## config.mk

```make
export PLATFORM = sky130hd
export DESIGN_NAME = ps2_scan_ctrl
export DESIGN_NICKNAME = d
export VERILOG_FILES = /design/src/rtl/ps2_scan_ctrl_pkg.sv /design/src/rtl/ps2_scan_ctrl_watchdog.sv /design/src/rtl/ps2_scan_ctrl.sv
export SDC_FILE = /design/constraint.sdc
export NUM_CORES = 1
export LEC_CHECK = 0
export BUFFER_PORTS_ARGS = -buffer_cell sky130_fd_sc_hd__buf_2
export CORE_MARGIN = 2
export CORE_UTILIZATION = 49
export DETAILED_ROUTE_END_ITERATION = 10
export PLACE_DENSITY_LB_ADDON = 0.12
export SLEW_MARGIN = 10
export SYNTH_ARGS = -nofsm -noshare
export SYNTH_HDL_FRONTEND = slang
export SYNTH_SLANG_ARGS = --single-unit
```

## constraint.sdc

```tcl
create_clock -name clk_i -period 3.7 [get_ports clk_i]
set_clock_uncertainty 0.15 [all_clocks]
set_input_delay 0.555 -clock clk_i [delete_from_list [all_inputs] [get_ports clk_i]]
set_output_delay 0.555 -clock clk_i [all_outputs]
set_load 0.05 [all_outputs]
```

## src/rtl/ps2_scan_ctrl_pkg.sv

```systemverilog
// ---------------------------------------------------------------------------
// ps2_scan_ctrl_pkg
//   Shared definitions for the PS/2 scan-code sequencer:
//   - byte constants for prefix and keyboard status bytes
//   - sequencer state encoding
//   - helper that classifies keyboard status bytes
// ---------------------------------------------------------------------------
package ps2_scan_ctrl_pkg;

   localparam logic [7:0] PS2_EXT  = 8'hE0;   // extended-key prefix
   localparam logic [7:0] PS2_BRK  = 8'hF0;   // break (release) prefix
   localparam logic [7:0] PS2_BAT  = 8'hAA;   // self-test passed
   localparam logic [7:0] PS2_ACK  = 8'hFA;   // command acknowledge
   localparam logic [7:0] PS2_RSND = 8'hFE;   // resend request
   localparam logic [7:0] PS2_ECHO = 8'hEE;   // echo response
   localparam logic [7:0] PS2_ERR0 = 8'h00;   // key detection error / overrun
   localparam logic [7:0] PS2_ERR1 = 8'hFF;   // key detection error / overrun

   typedef enum logic [2:0] {
      ST_IDLE     = 3'd0,
      ST_GOT_E0   = 3'd1,
      ST_GOT_F0   = 3'd2,
      ST_GOT_E0F0 = 3'd3,
      ST_RECOVER  = 3'd4
   } state_t;

   // Bytes the keyboard sends about itself rather than about a key.
   function automatic logic is_status(input logic [7:0] b);
      return (b == PS2_BAT)  || (b == PS2_ACK)  || (b == PS2_RSND) ||
             (b == PS2_ECHO) || (b == PS2_ERR0) || (b == PS2_ERR1);
   endfunction

endpackage

```

## src/rtl/ps2_scan_ctrl_watchdog.sv

```systemverilog
// ---------------------------------------------------------------------------
// ps2_watchdog
//   Frame/sequence watchdog counter.
//   clk_i    : clock
//   rst_i    : synchronous active-high reset
//   run_i    : count enable (counter is held at 0 when low)
//   clr_i    : restart the count (a byte just arrived)
//   expire_o : one-cycle pulse when the count reaches TIMEOUT_CYC-1
// ---------------------------------------------------------------------------
module ps2_watchdog #(
   parameter int TIMEOUT_CYC = 100000,
   parameter int CNT_W       = 17
) (
   input  logic clk_i,
   input  logic rst_i,
   input  logic run_i,
   input  logic clr_i,
   output logic expire_o
);

   logic [CNT_W-1:0] cnt_q;
   logic [CNT_W-1:0] cnt_d;
   logic             expire;

   always_comb begin
      expire = run_i && !clr_i && (cnt_q == CNT_W'(TIMEOUT_CYC - 1));
      cnt_d  = cnt_q + 1'b1;
      // Expiry restarts the count so the pulse is a single cycle.
      if (clr_i || !run_i || expire) begin
         cnt_d = '0;
      end
   end

   always_ff @(posedge clk_i) begin
      if (rst_i) begin
         cnt_q <= '0;
      end else begin
         cnt_q <= cnt_d;
      end
   end

   assign expire_o = expire;

endmodule

```

## src/rtl/ps2_scan_ctrl.sv

```systemverilog
// ---------------------------------------------------------------------------
// ps2_scan_ctrl
//   Sequencer between a PS/2 byte receiver and downstream key-command logic.
//   Folds E0/F0 prefixes into single key events, drops keyboard status
//   bytes, recovers a stalled receiver via a watchdog, and presents events
//   through a one-deep valid/ready slot.
//   Receiver side : rx_done_i, rx_data_i, rx_busy_i in; rx_en_o, rx_rst_o out
//   Event side    : evt_valid_o, evt_code_o, evt_release_o, evt_ext_o out;
//                   evt_ready_i in
//   Status        : clr_i in; overflow_o, err_proto_o, err_timeout_o sticky
// ---------------------------------------------------------------------------
import ps2_scan_ctrl_pkg::*;

module ps2_scan_ctrl #(
   parameter int TIMEOUT_CYC = 100000,
   parameter int CNT_W       = 17,
   parameter int RECOVER_CYC = 4
) (
   input  logic       clk_i,
   input  logic       rst_i,
   input  logic       rx_done_i,
   input  logic [7:0] rx_data_i,
   input  logic       rx_busy_i,
   output logic       rx_en_o,
   output logic       rx_rst_o,
   output logic       evt_valid_o,
   input  logic       evt_ready_i,
   output logic [7:0] evt_code_o,
   output logic       evt_release_o,
   output logic       evt_ext_o,
   input  logic       clr_i,
   output logic       overflow_o,
   output logic       err_proto_o,
   output logic       err_timeout_o
);

   state_t     state_q,     state_d;
   logic [7:0] rec_cnt_q,   rec_cnt_d;
   logic       rx_en_q,     rx_en_d;
   logic       rx_rst_q,    rx_rst_d;
   logic       evt_valid_q, evt_valid_d;
   logic [7:0] evt_code_q,  evt_code_d;
   logic       evt_rel_q,   evt_rel_d;
   logic       evt_ext_q,   evt_ext_d;
   logic       ovf_q,       ovf_d;
   logic       proto_q,     proto_d;
   logic       tout_q,      tout_d;

   logic       emit;
   logic       emit_rel;
   logic       emit_ext;
   logic       proto_set;
   logic       wd_run;
   logic       wd_expire;

   // Watchdog runs while a prefix is pending or a frame is in flight.
   assign wd_run = (state_q != ST_RECOVER) && ((state_q != ST_IDLE) || rx_busy_i);

   ps2_watchdog #(
      .TIMEOUT_CYC (TIMEOUT_CYC),
      .CNT_W       (CNT_W)
   ) u_watchdog (
      .clk_i    (clk_i),
      .rst_i    (rst_i),
      .run_i    (wd_run),
      .clr_i    (rx_done_i),
      .expire_o (wd_expire)
   );

   // Next-state / event decode
   always_comb begin
      state_d   = state_q;
      rec_cnt_d = rec_cnt_q;
      emit      = 1'b0;
      emit_rel  = 1'b0;
      emit_ext  = 1'b0;
      proto_set = 1'b0;

      if (state_q == ST_RECOVER) begin
         if (rec_cnt_q == 8'(RECOVER_CYC - 1)) begin
            state_d   = ST_IDLE;
            rec_cnt_d = '0;
         end else begin
            rec_cnt_d = rec_cnt_q + 8'd1;
         end
      end else if (wd_expire) begin
         state_d   = ST_RECOVER;
         rec_cnt_d = '0;
      end else if (rx_done_i) begin
         unique case (state_q)
            ST_IDLE: begin
               if (rx_data_i == PS2_EXT) begin
                  state_d = ST_GOT_E0;
               end else if (rx_data_i == PS2_BRK) begin
                  state_d = ST_GOT_F0;
               end else if (!is_status(rx_data_i)) begin
                  emit = 1'b1;
               end
            end
            ST_GOT_E0: begin
               if (rx_data_i == PS2_BRK) begin
                  state_d = ST_GOT_E0F0;
               end else if (rx_data_i != PS2_EXT) begin
                  emit     = 1'b1;
                  emit_ext = 1'b1;
                  state_d  = ST_IDLE;
               end
            end
            ST_GOT_F0, ST_GOT_E0F0: begin
               state_d = ST_IDLE;
               if ((rx_data_i == PS2_EXT) || (rx_data_i == PS2_BRK)) begin
                  proto_set = 1'b1;
               end else begin
                  emit     = 1'b1;
                  emit_rel = 1'b1;
                  emit_ext = (state_q == ST_GOT_E0F0);
               end
            end
            default: state_d = ST_IDLE;
         endcase
      end
   end

   // Event slot, sticky flags and registered receiver controls
   always_comb begin
      evt_valid_d = evt_valid_q;
      evt_code_d  = evt_code_q;
      evt_rel_d   = evt_rel_q;
      evt_ext_d   = evt_ext_q;
      rx_en_d     = (state_d != ST_RECOVER);
      rx_rst_d    = (state_d == ST_RECOVER);

      // Slot is writable if empty or being drained this very cycle.
      if (emit && (!evt_valid_q || evt_ready_i)) begin
         evt_valid_d = 1'b1;
         evt_code_d  = rx_data_i;
         evt_rel_d   = emit_rel;
         evt_ext_d   = emit_ext;
      end else if (evt_valid_q && evt_ready_i) begin
         evt_valid_d = 1'b0;
      end

      // A set wins over a simultaneous clear.
      ovf_d   = (emit && evt_valid_q && !evt_ready_i) || (ovf_q && !clr_i);
      proto_d = proto_set || (proto_q && !clr_i);
      tout_d  = (wd_expire && (state_q != ST_RECOVER)) || (tout_q && !clr_i);
   end

   always_ff @(posedge clk_i) begin
      if (rst_i) begin
         state_q     <= ST_IDLE;
         rec_cnt_q   <= '0;
         rx_en_q     <= 1'b0;
         rx_rst_q    <= 1'b0;
         evt_valid_q <= 1'b0;
         evt_code_q  <= '0;
         evt_rel_q   <= 1'b0;
         evt_ext_q   <= 1'b0;
         ovf_q       <= 1'b0;
         proto_q     <= 1'b0;
         tout_q      <= 1'b0;
      end else begin
         state_q     <= state_d;
         rec_cnt_q   <= rec_cnt_d;
         rx_en_q     <= rx_en_d;
         rx_rst_q    <= rx_rst_d;
         evt_valid_q <= evt_valid_d;
         evt_code_q  <= evt_code_d;
         evt_rel_q   <= evt_rel_d;
         evt_ext_q   <= evt_ext_d;
         ovf_q       <= ovf_d;
         proto_q     <= proto_d;
         tout_q      <= tout_d;
      end
   end

   assign rx_en_o       = rx_en_q;
   assign rx_rst_o      = rx_rst_q;
   assign evt_valid_o   = evt_valid_q;
   assign evt_code_o    = evt_code_q;
   assign evt_release_o = evt_rel_q;
   assign evt_ext_o     = evt_ext_q;
   assign overflow_o    = ovf_q;
   assign err_proto_o   = proto_q;
   assign err_timeout_o = tout_q;

endmodule

```

==> metrics.txt, run 1 <==
# TYPE chip_impl_metric gauge
chip_impl_metric{name="hold_ws",unit="ns"} 0.3075
chip_impl_metric{name="yosys_warnings",unit=""} 0
chip_impl_info{name="rsz0062_at_grt",value="false"} 1
chip_impl_info{name="critical-path-slowest-cell",value="sky130_fd_sc_hd__o21ai_2"} 1
chip_impl_metric{name="met3_usage",unit=""} 0.03896
chip_impl_info{name="cp-startpoint",value="rx_data_i[0]"} 1
chip_impl_metric{name="number_of_enable_type_register_cells_in_the_synthesized_netlist",unit=""} 0
chip_impl_metric{name="std_cell_rows",unit=""} 23
chip_impl_info{name="synth_most_common_cell",value="sky130_fd_sc_hd__dfxtp_1"} 1
chip_impl_metric{name="finalCritPeriodShare",unit=""} 0.5643
chip_impl_info{name="critical_path.reg2reg.endpoint",value="rx_rst_o$_SDFF_PP0_"} 1
chip_impl_metric{name="syn_area",unit="um2"} 2049
chip_impl_metric{name="mappedNetlistNets",unit=""} 245
chip_impl_info{name="worst_hold_path.endpoint",value="overflow_o$_SDFF_PP0_"} 1
chip_impl_metric{name="gr-usage-met2",unit=""} 0.2981
chip_impl_metric{name="die_y",unit="um"} 68.67
chip_impl_info{name="clock_tree.root_cell",value="sky130_fd_sc_hd__clkbuf_8"} 1
chip_impl_metric{name="total_die_area",unit="um2"} 4716
chip_impl_metric{name="post-cts-setup-buffers",unit=""} 0
chip_impl_metric{name="vdd.ir_drop.worst",unit="mV"} 0.2309
chip_impl_info{name="worst_min_delay_path_category",value="reg2reg"} 1
chip_impl_metric{name="finalNonFillerCells",unit=""} 310
chip_impl_metric{name="nets_finish",unit=""} 275
chip_impl_metric{name="vias",unit=""} 1654
chip_impl_metric{name="worst_slew_pin_slew",unit="ns"} 0.6730
chip_impl_metric{name="grt_max_degree",unit=""} 39
chip_impl_metric{name="pin_count",unit=""} 30
chip_impl_info{name="global_route.peak_usage_layer",value="met2"} 1
chip_impl_metric{name="clock_tree.buffer_depth",unit=""} 2
chip_impl_metric{name="initial_utilization",unit=""} 0.5124
chip_impl_metric{name="async_set_or_reset_flop_fraction_in_the_synthesized_netlist",unit=""} 0
chip_impl_metric{name="drc",unit=""} 0
chip_impl_metric{name="antenna-diode-count",unit=""} 0
chip_impl_metric{name="required",unit="ns"} 3.77
chip_impl_metric{name="postSynthRegisterBits",unit=""} 44
chip_impl_info{name="yosys-top-cells-count",value="sky130_fd_sc_hd__dfxtp_1 (44), sky130_fd_sc_hd__nor2_1 (34), sky130_fd_sc_hd__nand2b_1 (19)"} 1
chip_impl_metric{name="max_cap_violations",unit=""} 0
chip_impl_metric{name="setup_slack_of_the_worst_register_to_register_path",unit="ns"} 1.74
chip_impl_metric{name="finalHoldViolCount",unit=""} 0
chip_impl_metric{name="p_comb_frac",unit=""} 0.103
chip_impl_info{name="outcome",value="finished clean"} 1
chip_impl_metric{name="drive_gt1_frac",unit=""} 0.1846
chip_impl_metric{name="post_synth.cell_area_avg",unit="um2"} 8.950
chip_impl_metric{name="buffer_ports.inserted",unit=""} 29
chip_impl_metric{name="power_switching_share",unit=""} 0.2467
chip_impl_info{name="cts_tree",value="yes"} 1
chip_impl_metric{name="cts-hold-fix-buffers",unit=""} 0
chip_impl_metric{name="synthDominantCellAreaShare",unit=""} 0.4298
chip_impl_metric{name="worst_ep_arrival_time",unit="ns"} 2.16
chip_impl_info{name="path_cells",value="buf_2 > nor4_2 > o21ai_1 > o2111a_2 > o21ai_2 > mux2i_1"} 1
chip_impl_info{name="setup.worst_path.end_class",value="register"} 1
chip_impl_info{name="hold_path_startpoint",value="overflow_o$_SDFF_PP0_"} 1
chip_impl_metric{name="maxSlewHeadroom",unit=""} 0.5513
chip_impl_metric{name="drt-vias-per-instance",unit=""} 5.335
chip_impl_metric{name="r2r.worst_path.cells",unit=""} 6
chip_impl_metric{name="synth_sequential_area_ratio",unit=""} 0.4298
chip_impl_metric{name="drt_first_pass_iters",unit=""} 4
chip_impl_metric{name="finalSetupViolCount",unit=""} 0
chip_impl_metric{name="power.leakage",unit="nW"} 0.9248
chip_impl_metric{name="globalRouteOverflowTotal",unit=""} 0
chip_impl_metric{name="cts_num_sinks",unit=""} 44
chip_impl_metric{name="synthCells",unit=""} 229
chip_impl_metric{name="cts-htree-levels",unit=""} 2
chip_impl_metric{name="pwr_density_cell",unit="nW/um2"} 405.6
chip_impl_info{name="critPathKind",value="in2reg"} 1
chip_impl_metric{name="timing.fmax",unit="GHz"} 0.4789
chip_impl_metric{name="post-dp-hpwl",unit="um"} 2789
chip_impl_metric{name="worstHoldPathCells",unit=""} 2
chip_impl_metric{name="place.gp.congestion",unit=""} 0.7958
chip_impl_metric{name="groute.layer.met1.usage",unit=""} 0.2278
chip_impl_metric{name="postRouteWirelength",unit="um"} 3838
chip_impl_metric{name="avgRoutedWirePerCell",unit="um"} 12.38
chip_impl_metric{name="areaGrowthSynthToFinish",unit="%"} 14.04
chip_impl_metric{name="path_max_fanout",unit=""} 10
chip_impl_metric{name="numPlacedInstances",unit=""} 302
chip_impl_metric{name="critical-path-max-stage-delay",unit="ns"} 0.56
chip_impl_info{name="ys_dominant_reg_cell",value="sky130_fd_sc_hd__dfxtp_1"} 1
chip_impl_info{name="r2r_start",value="u_watchdog.cnt_q[0]$_SDFF_PP0_"} 1
chip_impl_metric{name="cell_internal_pwr",unit="W"} 0.0007142
chip_impl_metric{name="gr-usage-all-layers",unit=""} 0.1808
chip_impl_metric{name="net-switching-power",unit="W"} 0.0002339
chip_impl_metric{name="num-fill-cells",unit=""} 402
chip_impl_info{name="start_kind",value="primary input"} 1
chip_impl_info{name="netlist.top_cell.by_area",value="sky130_fd_sc_hd__dfxtp_1"} 1
chip_impl_metric{name="clk_latency",unit="ns"} 0.30
chip_impl_metric{name="post_cts_resize_count",unit=""} 0
chip_impl_metric{name="die-width",unit="um"} 68.67
chip_impl_metric{name="synth.distinct_cells",unit=""} 48
chip_impl_metric{name="grt_pass1_vias",unit=""} 1502
chip_impl_metric{name="drt_antenna_net_count",unit=""} 0
chip_impl_metric{name="antenna_found_initial",unit=""} 0
chip_impl_info{name="synthTopCellsByArea",value="sky130_fd_sc_hd__dfxtp_1 (43%), sky130_fd_sc_hd__nor2_1 (6.2%), sky130_fd_sc_hd__nand2b_1 (5.8%)"} 1
chip_impl_metric{name="drt_iter0_markers",unit=""} 69
chip_impl_metric{name="cts.reportedPaths.clkPinSlew",unit="ns"} 0.08
chip_impl_metric{name="grt_pass1_wl",unit="um"} 6458
chip_impl_metric{name="period_needed",unit="ns"} 2.088
chip_impl_metric{name="cts_buffers",unit=""} 5
chip_impl_metric{name="design.core.area",unit="um2"} 4000
chip_impl_metric{name="clkPwrFrac",unit=""} 0.381
chip_impl_metric{name="overall_power_of_the_completed_layout",unit="W"} 0.0009481
chip_impl_metric{name="final_max_slew_viol_count",unit=""} 0
chip_impl_metric{name="final.setup.tns",unit="ns"} 0
chip_impl_metric{name="power.sequential.fraction",unit=""} 0.516
[per-stage QoR]
step / setup WS, ns / utilization / cell area (um2)
6_report: 1.612 / 0.5843 / 2337
5_1_grt: 1.421 / 0.5843 / 2337
4_1_cts: 1.581 / 0.5843 / 2337
3_5_place_dp: 1.274 / 0.5565 / 2226
3_3_place_gp: 1.334 / 0.5565 / 2226
2_1_floorplan: 1.848 / - / 2049
[cells by family after synthesis]
group	Yosys count	share of synthesized area
AND/OR/NAND/NOR	113	0.3065
multiplexers	10	0.04884
XOR/XNOR	15	0.06410
buffers and inverters	9	0.02075
AO/OA/AOI/OAI	36	0.1178
flip-flops	44	0.4298
adder cells (fa/ha/maj)	2	0.01221
[layout make-up]
cell class                      count  area (um2)  area share
Clock buffer                        5       68.82     0.02944
Clock inverter                      3       42.54     0.01820
Inverter                            3       11.26    0.004818
Multi-Input combinational cell    176        1126      0.4818
Sequential cell                    44       880.8      0.3769
Tap cell                           50       62.56     0.02677
Timing Repair Buffer               29       145.1     0.06210
[metal layers]
layer,vias to the layer above,wire [um]
met5,-,0
met4,0,63
met3,7,104
met2,19,1798
met1,759,1871
li1,869,-
[power groups by stage]
stage                     Clock, W  Combinational (W)  Sequential (W)
after floorplan                  0          0.0000408        0.000533
after global placement           0          0.0000978        0.000500
after detailed placement         0          0.0000983        0.000501
after CTS                 0.000371          0.0000984        0.000489
after global routing      0.000386           0.000106        0.000491
final                     0.000362          0.0000974        0.000489
[flip-flops by register name, indices dropped and copies added, names as in the netlist]
| signal | count |
|---|---|
| evt_ext_o | 1 |
| evt_release_o | 1 |
| rx_rst_o | 1 |
| evt_valid_o | 1 |
| state_q | 3 |
| err_proto_o | 1 |
| overflow_o | 1 |
| rec_cnt_q | 8 |
| err_timeout_o | 1 |
| rx_en_o | 1 |
| evt_code_o | 8 |
| u_watchdog.cnt_q | 17 |
[critical path, delay by kind of cell]
family | cells | cell delay [ns]
mux | 1 | 0.25
buf+inv | 1 | 0.12
simple gates | 1 | 0.36
compound gates | 3 | 0.86
[how the worst max path moves through the flow]
| stage | endpoint |
|---|---|
| floorplan | evt_code_o[0]$_SDFFE_PP0P_ |
| global placement | evt_code_o[0]$_SDFFE_PP0P_ |
| detailed placement | evt_ext_o$_SDFFE_PP0P_ |
| CTS | evt_code_o[1]$_SDFFE_PP0P_ |
| global route | evt_code_o[1]$_SDFFE_PP0P_ |
| finish | evt_code_o[5]$_SDFFE_PP0P_ |
[layout by cell type, fill, tap and decap left out, types with 2 or more instances in the layout]
cell                       instances
sky130_fd_sc_hd__nand2_1          12
sky130_fd_sc_hd__nand4_1           5
sky130_fd_sc_hd__nand2b_1         19
sky130_fd_sc_hd__mux2i_1          10
sky130_fd_sc_hd__and4_1            3
sky130_fd_sc_hd__or2b_1            3
sky130_fd_sc_hd__nand3_1           8
sky130_fd_sc_hd__o21ai_0           3
sky130_fd_sc_hd__clkbuf_8          5
sky130_fd_sc_hd__ha_1              2
sky130_fd_sc_hd__inv_1             3
sky130_fd_sc_hd__nor4_2            2
sky130_fd_sc_hd__nor2_1           34
sky130_fd_sc_hd__a211oi_1          2
sky130_fd_sc_hd__a22oi_1           2
sky130_fd_sc_hd__nor4_1            3
sky130_fd_sc_hd__dfxtp_1          44
sky130_fd_sc_hd__o21ai_1           4
sky130_fd_sc_hd__nor2b_1           2
sky130_fd_sc_hd__xor2_1           10
sky130_fd_sc_hd__a31oi_1           2
sky130_fd_sc_hd__xnor2_1           5
sky130_fd_sc_hd__nor3_1            8
sky130_fd_sc_hd__and3_1            5
sky130_fd_sc_hd__a21oi_1          11
sky130_fd_sc_hd__buf_2            29
Note: power is estimated with default switching activity, not from simulation.
==> run 2: changes to the inputs <==
clock period = 2.2 ns   (was 3.7 ns; I/O delays follow)
==> metrics.txt, run 2 (synthesis gave the netlist of run 1 again) <==
# TYPE chip_impl_metric gauge
chip_impl_metric{name="critical-path-max-stage-delay",unit="ns"} 0.39
chip_impl_info{name="hold_path_startpoint",value="clr_i"} 1
chip_impl_metric{name="postRouteWirelength",unit="um"} 3886
chip_impl_metric{name="power.leakage",unit="nW"} 0.9489
chip_impl_metric{name="pwr_density_cell",unit="nW/um2"} 696.8
chip_impl_metric{name="worst_ep_arrival_time",unit="ns"} 2.10
chip_impl_metric{name="finalSetupViolCount",unit=""} 0
chip_impl_info{name="cts_tree",value="yes"} 1
chip_impl_metric{name="cts.reportedPaths.clkPinSlew",unit="ns"} 0.08
chip_impl_metric{name="setup_slack_of_the_worst_register_to_register_path",unit="ns"} 0.19
chip_impl_metric{name="drt_iter0_markers",unit=""} 110
chip_impl_metric{name="timing.fmax",unit="GHz"} 0.4965
chip_impl_metric{name="worst_slew_pin_slew",unit="ns"} 0.5387
chip_impl_metric{name="worstHoldPathCells",unit=""} 4
chip_impl_metric{name="r2r.worst_path.cells",unit=""} 6
chip_impl_info{name="r2r_start",value="u_watchdog.cnt_q[0]$_SDFF_PP0_"} 1
chip_impl_info{name="worst_min_delay_path_category",value="in2reg"} 1
chip_impl_metric{name="cts-hold-fix-buffers",unit=""} 0
chip_impl_metric{name="grt_pass1_wl",unit="um"} 6492
chip_impl_info{name="path_cells",value="ha_1 > and4_1 > nand4_1 > o21a_2 > a31oi_1 > nor2b_1"} 1
chip_impl_metric{name="drc",unit=""} 0
chip_impl_metric{name="die-width",unit="um"} 68.67
chip_impl_metric{name="antenna-diode-count",unit=""} 0
chip_impl_info{name="start_kind",value="register"} 1
chip_impl_info{name="setup.worst_path.end_class",value="register"} 1
chip_impl_info{name="rsz0062_at_grt",value="false"} 1
chip_impl_metric{name="design.core.area",unit="um2"} 4000
chip_impl_metric{name="post_cts_resize_count",unit=""} 0
chip_impl_metric{name="initial_utilization",unit=""} 0.5124
chip_impl_metric{name="total_die_area",unit="um2"} 4716
chip_impl_metric{name="die_y",unit="um"} 68.67
chip_impl_metric{name="nets_finish",unit=""} 278
chip_impl_metric{name="drt_first_pass_iters",unit=""} 4
chip_impl_info{name="critPathKind",value="reg2reg"} 1
chip_impl_metric{name="drive_gt1_frac",unit=""} 0.1939
chip_impl_metric{name="final_max_slew_viol_count",unit=""} 0
chip_impl_metric{name="required",unit="ns"} 2.28
chip_impl_metric{name="vdd.ir_drop.worst",unit="mV"} 0.4280
chip_impl_metric{name="grt_pass1_vias",unit=""} 1494
chip_impl_metric{name="vias",unit=""} 1692
chip_impl_metric{name="clk_latency",unit="ns"} 0.29
chip_impl_metric{name="gr-usage-all-layers",unit=""} 0.1856
chip_impl_metric{name="finalHoldViolCount",unit=""} 0
chip_impl_metric{name="grt_max_degree",unit=""} 22
chip_impl_metric{name="antenna_found_initial",unit=""} 0
chip_impl_metric{name="postLayoutCoreUtil",unit=""} 0.5937
chip_impl_metric{name="pin_count",unit=""} 30
chip_impl_metric{name="buffer_ports.inserted",unit=""} 29
chip_impl_metric{name="clock_tree.buffer_depth",unit=""} 2
chip_impl_metric{name="critPathBufInv",unit=""} 0
chip_impl_metric{name="finalCritPeriodShare",unit=""} 0.9154
chip_impl_metric{name="globalRouteOverflowTotal",unit=""} 0
chip_impl_metric{name="avgRoutedWirePerCell",unit="um"} 12.42
chip_impl_metric{name="final.setup.tns",unit="ns"} 0
chip_impl_metric{name="numPlacedInstances",unit=""} 305
chip_impl_metric{name="place.gp.congestion",unit=""} 0.8015
chip_impl_info{name="outcome",value="finished clean"} 1
chip_impl_metric{name="cts_buffers",unit=""} 5
chip_impl_info{name="registers.top_by_ff_count",value="u_watchdog.cnt_q"} 1
chip_impl_metric{name="drt-vias-per-instance",unit=""} 5.406
chip_impl_metric{name="critical_path_depth",unit=""} 6
chip_impl_metric{name="max_cap_violations",unit=""} 0
chip_impl_metric{name="maxSlewHeadroom",unit=""} 0.6358
chip_impl_metric{name="cts-htree-levels",unit=""} 2
chip_impl_info{name="layout_commonest_cell",value="sky130_fd_sc_hd__dfxtp_1"} 1
chip_impl_metric{name="std_cell_rows",unit=""} 23
chip_impl_info{name="critical-path-slowest-cell",value="sky130_fd_sc_hd__dfxtp_1"} 1
chip_impl_metric{name="largest_register_ff_count",unit=""} 17
chip_impl_metric{name="post-dp-hpwl",unit="um"} 2740
chip_impl_metric{name="post-cts-setup-buffers",unit=""} 0
chip_impl_info{name="critical_path.top_delay_family",value="simple AND/OR/NAND/NOR gates"} 1
chip_impl_metric{name="finalNonFillerCells",unit=""} 313
chip_impl_info{name="critical_path.reg2reg.endpoint",value="rx_rst_o$_SDFF_PP0_"} 1
chip_impl_metric{name="drt_antenna_net_count",unit=""} 0
chip_impl_metric{name="path_max_fanout",unit=""} 8
chip_impl_metric{name="areaGrowthSynthToFinish",unit="%"} 15.87
chip_impl_metric{name="cts_num_sinks",unit=""} 44
chip_impl_info{name="highest_count_cells_in_the_layout_ignoring_fill_and_taps",value="sky130_fd_sc_hd__dfxtp_1 (44), sky130_fd_sc_hd__nor2_1 (34), sky130_fd_sc_hd__buf_2 (29)"} 1
chip_impl_info{name="crit_path_end",value="rx_rst_o$_SDFF_PP0_"} 1
chip_impl_metric{name="layout.cell_area.non_filler",unit="um2"} 2375
chip_impl_metric{name="placement.cell_area",unit="um2"} 2248
chip_impl_info{name="clock_tree.root_cell",value="sky130_fd_sc_hd__clkbuf_8"} 1
chip_impl_info{name="cp-startpoint",value="u_watchdog.cnt_q[0]$_SDFF_PP0_"} 1
chip_impl_metric{name="period_needed",unit="ns"} 2.014
==> run 2: worst min-delay path by stage <==
stage,endpoint,slack [ns]
final,overflow_o$_SDFF_PP0_,0.18
after global routing,evt_code_o[3]$_SDFFE_PP0P_,0.16
after CTS,overflow_o$_SDFF_PP0_,0.17
after detailed placement,overflow_o$_SDFF_PP0_,0.30
after global placement,overflow_o$_SDFF_PP0_,0.29
after floorplan,u_watchdog.cnt_q[0]$_SDFF_PP0_,0.28
==> run 2: worst reg2reg max path: stages, from the launching register on <==
cell and delay (ns):
sky130_fd_sc_hd__dfxtp_1 0.39, sky130_fd_sc_hd__ha_1 0.25, sky130_fd_sc_hd__and4_1 0.24, sky130_fd_sc_hd__nand4_1 0.22
sky130_fd_sc_hd__o21a_2 0.34, sky130_fd_sc_hd__a31oi_1 0.22, sky130_fd_sc_hd__nor2b_1 0.15
==> run 2: cell type report <==
| type | instances | area [um2] |
|---|---|---|
| clock buffer | 7 | 96.34 |
| clock inverter | 1 | 30.03 |
| fill | 362 | 1625 |
| inverter | 3 | 11.26 |
| multi-input combinational | 176 | 1126 |
| sequential | 44 | 880.8 |
| tap | 50 | 62.56 |
| timing repair buffer | 32 | 167.7 |
==> run 2: power by group <==
group | total [W] | internal, W | switching (W) | leakage, nW
logic | 0.000171 | 0.0000560 | 0.000115 | 0.528
clock network | 0.000661 | 0.000400 | 0.000261 | 0.0645
registers | 0.000823 | 0.000813 | 0.00000933 | 0.357
total | 0.00165 | 0.00127 | 0.000385 | 0.949
==> run 2: metrics by stage <==
stage                     worst slack, ns  hold slack (ns)  total power [W]
after floorplan                    0.5093           0.2802        0.0009651
after global placement             0.2463           0.2900         0.001011
after detailed placement           0.2267           0.2991         0.001013
after CTS                          0.2063           0.1664         0.001682
after global routing              0.04622           0.1648         0.001729
final                              0.1861           0.1786         0.001655
==> run 2: per-layer routing <==
layer | wire (um) | GRT usage | vias up
met4 | 28 | 0.07000 | 0
met5 | 0 | 0 | -
met2 | 1756 | 0.2849 | 26
li1 | - | - | 875
met3 | 132 | 0.06331 | 2
met1 | 1969 | 0.2397 | 789
==> run 3: changes to the inputs <==
ABC_AREA = 1   (was default)
==> metrics.txt, run 3 <==
# TYPE chip_impl_metric gauge
chip_impl_info{name="outcome",value="finished clean"} 1
chip_impl_metric{name="initial_utilization",unit=""} 0.5116
chip_impl_metric{name="post-dp-hpwl",unit="um"} 3573
chip_impl_metric{name="final_max_slew_viol_count",unit=""} 0
chip_impl_metric{name="die_y",unit="um"} 74.69
chip_impl_metric{name="cts_num_sinks",unit=""} 44
chip_impl_metric{name="total_die_area",unit="um2"} 5579
chip_impl_metric{name="critical-path-max-stage-delay",unit="ns"} 0.38
chip_impl_metric{name="gr-usage-all-layers",unit=""} 0.1776
chip_impl_metric{name="grt_pass1_vias",unit=""} 1877
chip_impl_metric{name="maxSlewHeadroom",unit=""} 0.7095
chip_impl_metric{name="synth.area.mux_share",unit=""} 0
chip_impl_info{name="synthTopCellsByArea",value="sky130_fd_sc_hd__dfxtp_1 (36%), sky130_fd_sc_hd__nand2_1 (12%), sky130_fd_sc_hd__inv_1 (9.2%)"} 1
chip_impl_info{name="main_combinational_cell_family_by_area_after_synthesis",value="simple AND/OR/NAND/NOR gates"} 1
chip_impl_metric{name="drt_antenna_net_count",unit=""} 0
chip_impl_metric{name="post_cts_resize_count",unit=""} 0
chip_impl_metric{name="antenna_found_initial",unit=""} 0
chip_impl_metric{name="std_cell_rows",unit=""} 25
chip_impl_metric{name="synth_compound_gate_area_share",unit=""} 0.08176
chip_impl_metric{name="post_synth.cell_area_avg",unit="um2"} 6.802
chip_impl_metric{name="r2r.worst_path.cells",unit=""} 10
chip_impl_metric{name="vias",unit=""} 2194
chip_impl_metric{name="largest_register_ff_count",unit=""} 17
chip_impl_metric{name="seq_area",unit="um2"} 880.8
chip_impl_info{name="clock_tree.root_cell",value="sky130_fd_sc_hd__clkbuf_8"} 1
chip_impl_metric{name="final.setup.tns",unit="ns"} 0
chip_impl_metric{name="path_max_fanout",unit=""} 5
chip_impl_metric{name="synth_simple_gate_area_frac",unit=""} 0.4205
chip_impl_info{name="highest_count_cells_in_the_layout_ignoring_fill_and_taps",value="sky130_fd_sc_hd__nand2_1 (78), sky130_fd_sc_hd__inv_1 (60), sky130_fd_sc_hd__nor2_1 (50)"} 1
chip_impl_metric{name="avgRoutedWirePerCell",unit="um"} 9.963
chip_impl_metric{name="syn_area",unit="um2"} 2449
chip_impl_metric{name="antenna-diode-count",unit=""} 0
chip_impl_metric{name="num-fill-cells",unit=""} 480
chip_impl_info{name="registers.top_by_ff_count",value="u_watchdog.cnt_q"} 1
chip_impl_metric{name="cts-htree-levels",unit=""} 2
chip_impl_metric{name="drc",unit=""} 0
chip_impl_metric{name="worst_slew_pin_slew",unit="ns"} 0.4343
chip_impl_metric{name="vdd.ir_drop.worst",unit="mV"} 0.2820
chip_impl_info{name="hold_path_startpoint",value="clr_i"} 1
chip_impl_metric{name="period_needed",unit="ns"} 1.734
chip_impl_metric{name="worstHoldPathCells",unit=""} 4
chip_impl_metric{name="mappedNetlistNets",unit=""} 376
chip_impl_metric{name="place.gp.congestion",unit=""} 0.8495
chip_impl_metric{name="cts-hold-fix-buffers",unit=""} 0
chip_impl_info{name="netlist.top_cell.by_area",value="sky130_fd_sc_hd__dfxtp_1"} 1
chip_impl_metric{name="die-width",unit="um"} 74.69
chip_impl_metric{name="grt_max_degree",unit=""} 16
chip_impl_metric{name="synthCells",unit=""} 360
chip_impl_metric{name="yosys_warnings",unit=""} 0
chip_impl_metric{name="design.core.area",unit="um2"} 4786
chip_impl_metric{name="post_synth_fa_ha_maj_area_fraction",unit=""} 0.01022
chip_impl_metric{name="max_cap_violations",unit=""} 0
chip_impl_info{name="layout_commonest_cell",value="sky130_fd_sc_hd__nand2_1"} 1
chip_impl_metric{name="clk_latency",unit="ns"} 0.29
chip_impl_info{name="critical-path-slowest-cell",value="sky130_fd_sc_hd__dfxtp_1"} 1
chip_impl_metric{name="multi_input_area",unit="um2"} 1281
chip_impl_metric{name="postSynthRegisterBits",unit=""} 44
chip_impl_info{name="start_kind",value="register"} 1
chip_impl_metric{name="power.leakage",unit="nW"} 1.273
chip_impl_metric{name="pwr_density_cell",unit="nW/um2"} 569.1
chip_impl_info{name="yosys-top-cells-count",value="sky130_fd_sc_hd__nand2_1 (78), sky130_fd_sc_hd__inv_1 (60), sky130_fd_sc_hd__nor2_1 (50)"} 1
chip_impl_metric{name="number_of_enable_type_register_cells_in_the_synthesized_netlist",unit=""} 0
chip_impl_info{name="critical_path.reg2reg.endpoint",value="u_watchdog.cnt_q[12]$_SDFF_PP0_"} 1
chip_impl_info{name="setup.worst_path.end_class",value="register"} 1
chip_impl_metric{name="synthDominantCellAreaShare",unit=""} 0.3597
chip_impl_metric{name="setup_slack_of_the_worst_register_to_register_path",unit="ns"} 0.47
chip_impl_metric{name="cts.reportedPaths.clkPinSlew",unit="ns"} 0.08
chip_impl_metric{name="grt_pass1_wl",unit="um"} 7755
chip_impl_metric{name="drt-vias-per-instance",unit=""} 4.780
chip_impl_metric{name="async_set_or_reset_flop_fraction_in_the_synthesized_netlist",unit=""} 0
chip_impl_metric{name="pin_count",unit=""} 30
chip_impl_info{name="worst_hold_path.endpoint",value="overflow_o$_SDFF_PP0_"} 1
chip_impl_metric{name="overall_power_of_the_completed_layout",unit="W"} 0.001566
chip_impl_metric{name="finalSetupViolCount",unit=""} 0
chip_impl_metric{name="required",unit="ns"} 2.29
chip_impl_metric{name="clock_tree.buffer_depth",unit=""} 2
chip_impl_metric{name="finalCritPeriodShare",unit=""} 0.7880
chip_impl_metric{name="drive_gt1_frac",unit=""} 0.1964
chip_impl_info{name="rsz0062_at_grt",value="false"} 1
chip_impl_info{name="cts_tree",value="yes"} 1
chip_impl_metric{name="drt_first_pass_iters",unit=""} 4
chip_impl_info{name="worst_path_most_repeated_cell",value="sky130_fd_sc_hd__nor2_4"} 1
chip_impl_metric{name="drt_iter0_markers",unit=""} 82
chip_impl_info{name="worst_min_delay_path_category",value="in2reg"} 1
chip_impl_metric{name="synth_area_in_xor_xnor",unit=""} 0.01073
chip_impl_info{name="r2r_start",value="u_watchdog.cnt_q[0]$_SDFF_PP0_"} 1
chip_impl_info{name="critPathKind",value="reg2reg"} 1
chip_impl_metric{name="buffer_ports.inserted",unit=""} 29
chip_impl_metric{name="synth.distinct_cells",unit=""} 35
chip_impl_metric{name="layout.cell_area.non_filler",unit="um2"} 2753
chip_impl_metric{name="globalRouteOverflowTotal",unit=""} 0
chip_impl_metric{name="cts_buffers",unit=""} 5
chip_impl_metric{name="synth_sequential_area_ratio",unit=""} 0.3597
chip_impl_metric{name="timing.fmax",unit="GHz"} 0.5768
chip_impl_metric{name="worst_ep_arrival_time",unit="ns"} 1.82
chip_impl_metric{name="postRouteWirelength",unit="um"} 4573
chip_impl_metric{name="post-cts-setup-buffers",unit=""} 0
chip_impl_info{name="path_cells",value="ha_1 > nand2_2 > nor2_4 > nand2_4 > nor2_8 > nand3_4 > nor2_4 > xor2_1 > inv_1 > nor2_2"} 1
chip_impl_info{name="ys_dominant_reg_cell",value="sky130_fd_sc_hd__dfxtp_1"} 1
chip_impl_metric{name="nets_finish",unit=""} 408
chip_impl_metric{name="placement.cell_area",unit="um2"} 2656
chip_impl_info{name="synth_most_common_cell",value="sky130_fd_sc_hd__nand2_1"} 1
chip_impl_metric{name="areaGrowthSynthToFinish",unit="%"} 12.42
chip_impl_metric{name="hold_ws",unit="ns"} 0.1594
chip_impl_metric{name="finalHoldViolCount",unit=""} 0
run 3: changes by cell type after synthesis, moves of 10 or more:
cell and change:
sky130_fd_sc_hd__a21oi_1 +11, sky130_fd_sc_hd__inv_1 +57, sky130_fd_sc_hd__mux2i_1 -10, sky130_fd_sc_hd__nand2_1 +66, sky130_fd_sc_hd__nand2b_1 -19, sky130_fd_sc_hd__nand3_1 +12, sky130_fd_sc_hd__nand4_1 +12, sky130_fd_sc_hd__nor2_1 +16
run 3: how the worst max path moves through the flow:
| stage | from | end | slack, ns |
|---|---|---|---|
| 3_3_place_gp | rx_data_i[2] | evt_code_o[0]$_SDFFE_PP0P_ | 0.41 |
| 3_5_place_dp | rx_data_i[5] | evt_code_o[0]$_SDFFE_PP0P_ | 0.36 |
| 6_report | u_watchdog.cnt_q[0]$_SDFF_PP0_ | u_watchdog.cnt_q[12]$_SDFF_PP0_ | 0.47 |
| 2_1_floorplan | u_watchdog.cnt_q[0]$_SDFF_PP0_ | u_watchdog.cnt_q[12]$_SDFF_PP0_ | 0.61 |
| 4_1_cts | u_watchdog.cnt_q[0]$_SDFF_PP0_ | u_watchdog.cnt_q[12]$_SDFF_PP0_ | 0.44 |
| 5_1_grt | state_q[2]$_SDFF_PP0_ | evt_ext_o$_SDFFE_PP0P_ | 0.30 |
run 3: report_power, final:
part	total (W)	leakage (nW)	internal, W	switching [W]
Clock	0.000539	0.0503	0.000280	0.000259
Sequential	0.000824	0.358	0.000815	0.00000846
Combinational	0.000204	0.866	0.0000554	0.000148
run 3: critical path, delay by kind of cell, from the launching register on:
kind | cells | cell delay (ns)
AND/OR/NAND/NOR | 7 | 0.74
buffers and inverters | 1 | 0.06
flip-flops | 1 | 0.38
adder cells (fa/ha/maj) | 1 | 0.19
XOR/XNOR | 1 | 0.16
run 3: cells by family after synthesis:
| family | after synthesis |
|---|---|
| AND/OR/NAND/NOR | 203 |
| buffers and inverters | 71 |
| flip-flops | 44 |
| AO/OA/AOI/OAI | 37 |
| XOR/XNOR | 3 |
| adder cells (fa/ha/maj) | 2 |
run 3: final cells by class:
class | instances | share of cell area
Timing Repair Buffer | 32 | 0.06091
Multi-Input combinational cell | 245 | 0.4655
Inverter | 64 | 0.08818
Clock buffer | 7 | 0.03500
Sequential cell | 44 | 0.3200
Tap cell | 67 | 0.03045
run 3: through the flow:
step           std cells  utilization  setup slack (ns)
2_1_floorplan        360            -            0.6146
3_3_place_gp         452       0.5550            0.4072
3_5_place_dp         452       0.5550            0.3567
4_1_cts              459       0.5752            0.4363
5_1_grt              459       0.5752            0.2995
6_report             459       0.5752            0.4664
run 3: routing by layer:
layer | global-route usage | wire (um) | vias up
met5 | 0 | 0 | -
met3 | 0.04150 | 187 | 7
met2 | 0.2881 | 2080 | 39
li1 | - | - | 1193
met4 | 0.05952 | 63 | 0
met1 | 0.2342 | 2241 | 955
